## src/rtl/pc_gen_unit.sv

```systemverilog
// Program-counter generator: prioritised trap/branch/jump redirect, stall vector,
// and a req/gnt fetch handshake that buffers the youngest redirect while waiting.
module pc_gen_unit #(
    parameter int unsigned     XLEN       = 32,
    parameter logic [XLEN-1:0] RESET_VEC  = '0,
    parameter int unsigned     INST_BYTES = 4,
    parameter int unsigned     N_STALL    = 2
) (
    input  logic               clk,
    input  logic               rst,
    input  logic [N_STALL-1:0] stall,
    input  logic               trap_valid,
    input  logic [XLEN-1:0]    trap_target,
    input  logic               br_valid,
    input  logic [XLEN-1:0]    br_target,
    input  logic               jmp_valid,
    input  logic [XLEN-1:0]    jmp_target,
    input  logic               fetch_gnt,
    output logic               fetch_req,
    output logic               inst_ce,
    output logic [XLEN-1:0]    pc,
    output logic               misalign
);

    // state | meaning
    // BOOT  | first cycle after reset release, no fetch issued
    // RUN   | request whenever no stall bit is set
    // WAIT  | request outstanding, held stable until granted
    typedef enum logic [1:0] {ST_BOOT, ST_RUN, ST_WAIT} state_t;

    localparam logic [XLEN-1:0] INC        = XLEN'(INST_BYTES);
    localparam logic [XLEN-1:0] ALIGN_MASK = ~(INC - XLEN'(1));

    state_t          state_q, state_d;
    logic [XLEN-1:0] pc_q, pc_d;
    logic            pend_v_q, pend_v_d;
    logic [XLEN-1:0] pend_addr_q, pend_addr_d;
    logic            misalign_q, misalign_d;

    logic            new_redir;
    logic [XLEN-1:0] redir_raw;
    logic [XLEN-1:0] redir_addr;
    logic [XLEN-1:0] next_addr;
    logic            fetch_req_c;

    assign new_redir = trap_valid | br_valid | jmp_valid;

    always_comb begin
        redir_raw = jmp_target;
        if (trap_valid) begin
            redir_raw = trap_target;
        end else if (br_valid) begin
            redir_raw = br_target;
        end
    end

    assign redir_addr = redir_raw & ALIGN_MASK;

    // Same-cycle redirects are younger than anything buffered, so they win over pend.
    always_comb begin
        next_addr = pc_q + INC;
        if (new_redir) begin
            next_addr = redir_addr;
        end else if (pend_v_q) begin
            next_addr = pend_addr_q;
        end
    end

    always_comb begin
        state_d     = state_q;
        pc_d        = pc_q;
        pend_v_d    = pend_v_q;
        pend_addr_d = pend_addr_q;
        misalign_d  = new_redir & (|(redir_raw & ~ALIGN_MASK));
        fetch_req_c = 1'b0;
        unique case (state_q)
            ST_BOOT: begin
                state_d = ST_RUN;
                if (new_redir) begin
                    pc_d = redir_addr;
                end
            end
            ST_RUN: begin
                fetch_req_c = ~(|stall);
                if (fetch_req_c) begin
                    if (fetch_gnt) begin
                        pc_d     = next_addr;
                        pend_v_d = 1'b0;
                    end else begin
                        state_d = ST_WAIT;
                        if (new_redir) begin
                            pend_addr_d = redir_addr;
                            pend_v_d    = 1'b1;
                        end
                    end
                end else if (new_redir || pend_v_q) begin
                    pc_d     = next_addr;
                    pend_v_d = 1'b0;
                end
            end
            ST_WAIT: begin
                fetch_req_c = 1'b1;
                if (fetch_gnt) begin
                    pc_d     = next_addr;
                    pend_v_d = 1'b0;
                    state_d  = ST_RUN;
                end else if (new_redir) begin
                    pend_addr_d = redir_addr;
                    pend_v_d    = 1'b1;
                end
            end
            default: begin
                state_d = ST_BOOT;
            end
        endcase
    end

    always_ff @(posedge clk or negedge rst) begin
        if (!rst) begin
            state_q     <= ST_BOOT;
            pc_q        <= RESET_VEC;
            pend_v_q    <= 1'b0;
            pend_addr_q <= '0;
            misalign_q  <= 1'b0;
        end else begin
            state_q     <= state_d;
            pc_q        <= pc_d;
            pend_v_q    <= pend_v_d;
            pend_addr_q <= pend_addr_d;
            misalign_q  <= misalign_d;
        end
    end

    assign fetch_req = fetch_req_c;
    assign inst_ce   = fetch_req_c;
    assign pc        = pc_q;
    assign misalign  = misalign_q;

endmodule

```

## config.mk

```make
export PLATFORM = sky130hd
export DESIGN_NAME = pc_gen_unit
export DESIGN_NICKNAME = d
export VERILOG_FILES = /design/src/rtl/pc_gen_unit.sv
export SDC_FILE = /design/constraint.sdc
export NUM_CORES = 1
export LEC_CHECK = 0
export ABC_CLOCK_PERIOD_IN_PS = 1960
export BUFFER_PORTS_ARGS = -buffer_cell sky130_fd_sc_hd__buf_2
export CORE_MARGIN = 2
export CORE_UTILIZATION = 48
export CTS_CLUSTER_DIAMETER = 150
export DETAILED_ROUTE_END_ITERATION = 8
export HOLD_SLACK_MARGIN = 0.02
export PLACE_DENSITY = 0.77
export SYNTH_ARGS = -nofsm -noshare
export SYNTH_HDL_FRONTEND = slang
export SYNTH_SLANG_ARGS = --single-unit
```

## constraint.sdc

```tcl
create_clock -name clk -period 1.96 [get_ports clk]
set_input_delay 0.294 -clock clk [delete_from_list [all_inputs] [get_ports clk]]
set_output_delay 0.294 -clock clk [all_outputs]
set_load 0.01 [all_outputs]
```

==> results.py <==
metrics = {
    "sta": {
        "setup_tns_ns": -0.690,
        "final-max-slew-violation-count": 0,
        "min_period_over_period_pct": 105,
        "slew_headroom_pct": 67.3,
        "setup_viol": 15,
        "final-hold-violation-count": 0,
        "fin_worst_skew_ns": 0.00888,
        "fmaxAchievable_ghz": 0.484,
        "timing_worst_slew_pin_value_ns": 0.478,
        "fin_worst_hold_slack_ns": 0.235,
        "finalCriticalPeriod_ns": 2.07,
        "postLayoutSetupSlackWorst_ns": -0.106,
        "rsz_0062_raised_after_global_routing": "yes",
    },
    "placed_design": {
        "place_congestion": 0.990,
        "detailedPlacementHpwl_um": 14400,
        "cell_area_after_placement_mm2": 0.00672,
        "place_inst": 1001,
        "io_buffer_count": 138,
    },
    "finish": {
        "most-common-layout-cells": "136 x buf_2, 124 x buf_4, 67 x o21ai_0",
        "final-seq-area_mm2": 0.00166,
        "nNetsFinal": 1009,
        "final_cell_area_mm2": 0.00772,
        "antenna_diode_count": 0,
        "layout_commonest_cell": "buf_2",
        "final_layout_size_suffix_gt1_share_pct": 44.8,
        "final_cell_count_without_fillers": 1041,
        "syn2layout_area_growth_pct": 54.3,
        "final.fill_count": 763,
        "multi_input_area_mm2": 0.00355,
    },
    "die": {
        "die_y_um": 106,
        "start_util_pct": 48.9,
        "boundaryPins": 139,
        "fp-row-count": 37,
        "placeableCoreArea_mm2": 0.0102,
        "fp.dieArea_mm2": 0.0113,
        "die_x_um": 106,
    },
    "power_and_ir_drop": {
        "p_total_mw": 11.1,
        "clockPowerShare_pct": 12.5,
        "power.density_cell_area_mw_per_mm2": 1440,
        "sequentialPowerShare_pct": 22.7,
        "total_leakage_power_nw": 3.60,
        "power_switching_share_pct": 45.6,
        "vdd_drop_max_v": 0.000755,
        "internal_power_mw": 6.04,
        "share_comb_of_total_power_pct": 64.9,
        "netsw_mw": 5.06,
    },
    "critical_path": {
        "worstPathArrival_ns": 2.37,
        "worstSetupEndpointType": "flop",
        "timing.setup.critical_path_class": "flop to flop",
        "critPathRequiredTime_ns": 2.27,
        "timing.critical_path.from_type": "flop",
        "crit_fanout": 5,
    },
    "synth": {
        "post_synth_num_cell_types": 68,
        "ys_seq_area_share_pct": 33.0,
        "syn-cell-area_mm2": 0.00500,
        "number_of_synthesized_flops_with_an_enable_pin": 0,
        "mappedNetlistNets": 758,
        "syn_avg_cell_area_um2": 7.71,
        "top_cell_type_by_total_area_after_synthesis": "dfrtp_1",
        "synth_seq_cells": 66,
        "postSynth.asyncResetShare_pct": 100,
        "synth_top_area_share_pct": 33.0,
        "yosys_most_used_dff": "dfrtp_1",
        "post_synth_inst_count": 649,
        "yosysWarnings": 0,
        "post_synth_main_area_contributors": "dfrtp_1 33%, o21ai_0 8.9%, mux2i_1 6.8%, a21oi_1 5.3%, nand2_1 5.3%",
    },
    "global_route": {
        "first_global_vias": 6133,
        "met1_usage_pct": 45.5,
        "globalRoute.totalOverflow": 0,
        "gr-max-usage-layer": "met2",
        "grt_start_max_net_pins": 59,
        "antenna_violations_before_repair": 0,
        "met3_usage_pct": 7.05,
        "grt_pass1_wl_um": 30900,
        "met2_usage_pct": 57.7,
        "grtUsageTotal_pct": 35.1,
    },
    "clocking": {
        "worst_skew_pair.late_latency_ns": 0.36,
        "root_buffer": "clkbuf_8",
        "cts_buffers": 9,
        "cts-htree-levels": 3,
        "cts_tree": "done",
        "cts.sinks": 66,
        "cts.path.max_buffers": 2,
        "path_clk_slew_ns": 0.08,
    },
    "detailed_routing": {
        "drt_first_iter_violations": 622,
        "postRouteAntennaNets": 0,
        "wl_per_cell_um": 19.5,
        "detail_route.drc_violations": 0,
        "vias_per_cell": 6.06,
        "number_of_detailed_route_iterations_in_the_first_pass": 5,
        "wl_um": 20300,
        "route.vias.total": 6311,
    },
    "outcome": {
        "run_status": "finished, violations left",
        "failed_checks": "setup timing",
    },
    "min_path": {
        "hold_class": "input pin to flop",
    },
    "flow_run": {
        "maxCapViolCount": 0,
    },
}
==> cells in the mapped netlist (all sizes together), types with 11 or more instances <==
library cell / n
inv: 12
nor3: 24
dfrtp: 66
nand4: 13
clkbuf: 36
nand2: 70
mux2i: 34
o21ai: 93
nand3: 30
nor2: 66
xor2: 11
and3: 12
a21oi: 54
buf: 17
==> cell type report <==
type	count	share of cell area (%)
sequential	66	21.4
multi-input combinational	517	46.1
clock inverter	6	1.17
timing repair buffer	293	26.6
clock buffer	10	1.78
tap	136	2.20
inverter	13	0.730
==> repair_timing <==
action,CTS,global route
pin swaps,18,34
gates cloned,0,2
setup buffers,10,13
resized for setup,50,89
endpoints found under the hold margin,16,0
hold buffers,1,0
setup endpoints to repair,65,49
==> cells by family after synthesis <==
logic type                 after synthesis  synth area share, %
AOI/OAI and AO/OA                      215                 25.6
xor gates and xnor gates                20                 3.50
adders and majority gates                5                 1.25
buffers and inverters                   66                 5.40
DFF                                     66                 33.0
muxes                                   38                 7.70
and+or+nand+nor                        239                 23.5
==> critical path, cell delays in order, from the launching register on <==
cell and delay (ns):
dfrtp_1 0.41, inv_2 0.10, ha_4 0.16, or3b_4 0.41
a21oi_4 0.25, buf_6 0.16, and3_1 0.16, o21ai_1 0.08
o21ai_1 0.15, a22o_1 0.13
==> stage by stage <==
stage                     utilization, %  worst slack, ns
after floorplan                        -          -0.0372
after global placement              65.7           -0.144
after detailed placement            65.7           -0.228
after CTS                           70.8          -0.0322
after global routing                75.4           -0.183
final                               75.4           -0.106
==> state kept, by name (all words and copies together), names as in the netlist <==
| signal | cells |
|---|---|
| misalign | 1 |
| pc | 32 |
| pend_addr_q | 30 |
| pend_v_q | 1 |
| state_q | 2 |
==> power groups by stage <==
| stage | combinational (mW) | clock, mW | sequential, mW |
|---|---|---|---|
| CTS | 6.11 | 1.37 | 2.47 |
| detailed placement | 5.61 | 0 | 2.48 |
| global placement | 5.49 | 0 | 2.44 |
| global route | 7.63 | 1.44 | 2.57 |
| floorplan | 2.96 | 0 | 2.58 |
| finish | 7.20 | 1.38 | 2.52 |
==> metal layers <==
metal  up-vias  part of all wire (%)
li1       2871                     -
met1      2976                    40
met2       395                    47
met3        69                   9.6
met4         0                   3.3
met5         -                     0
==> path summary, 6_finish.rpt <==
check                                      from         endpoint  slack [ns]  cells past startpoint
max in group asynchronous                   rst       state_q[0]        0.87                      3
worst min-delay path                  jmp_valid         misalign        0.23                      3
worst max-delay path                 state_q[1]           pc[23]       -0.11                      9
worst min register to register  pend_addr_q[26]  pend_addr_q[26]        0.48                      2
min in group asynchronous                   rst           pc[29]        0.41                      2
worst max register to register       state_q[1]           pc[23]       -0.11                      9
Power figures use the tool's default switching activity.
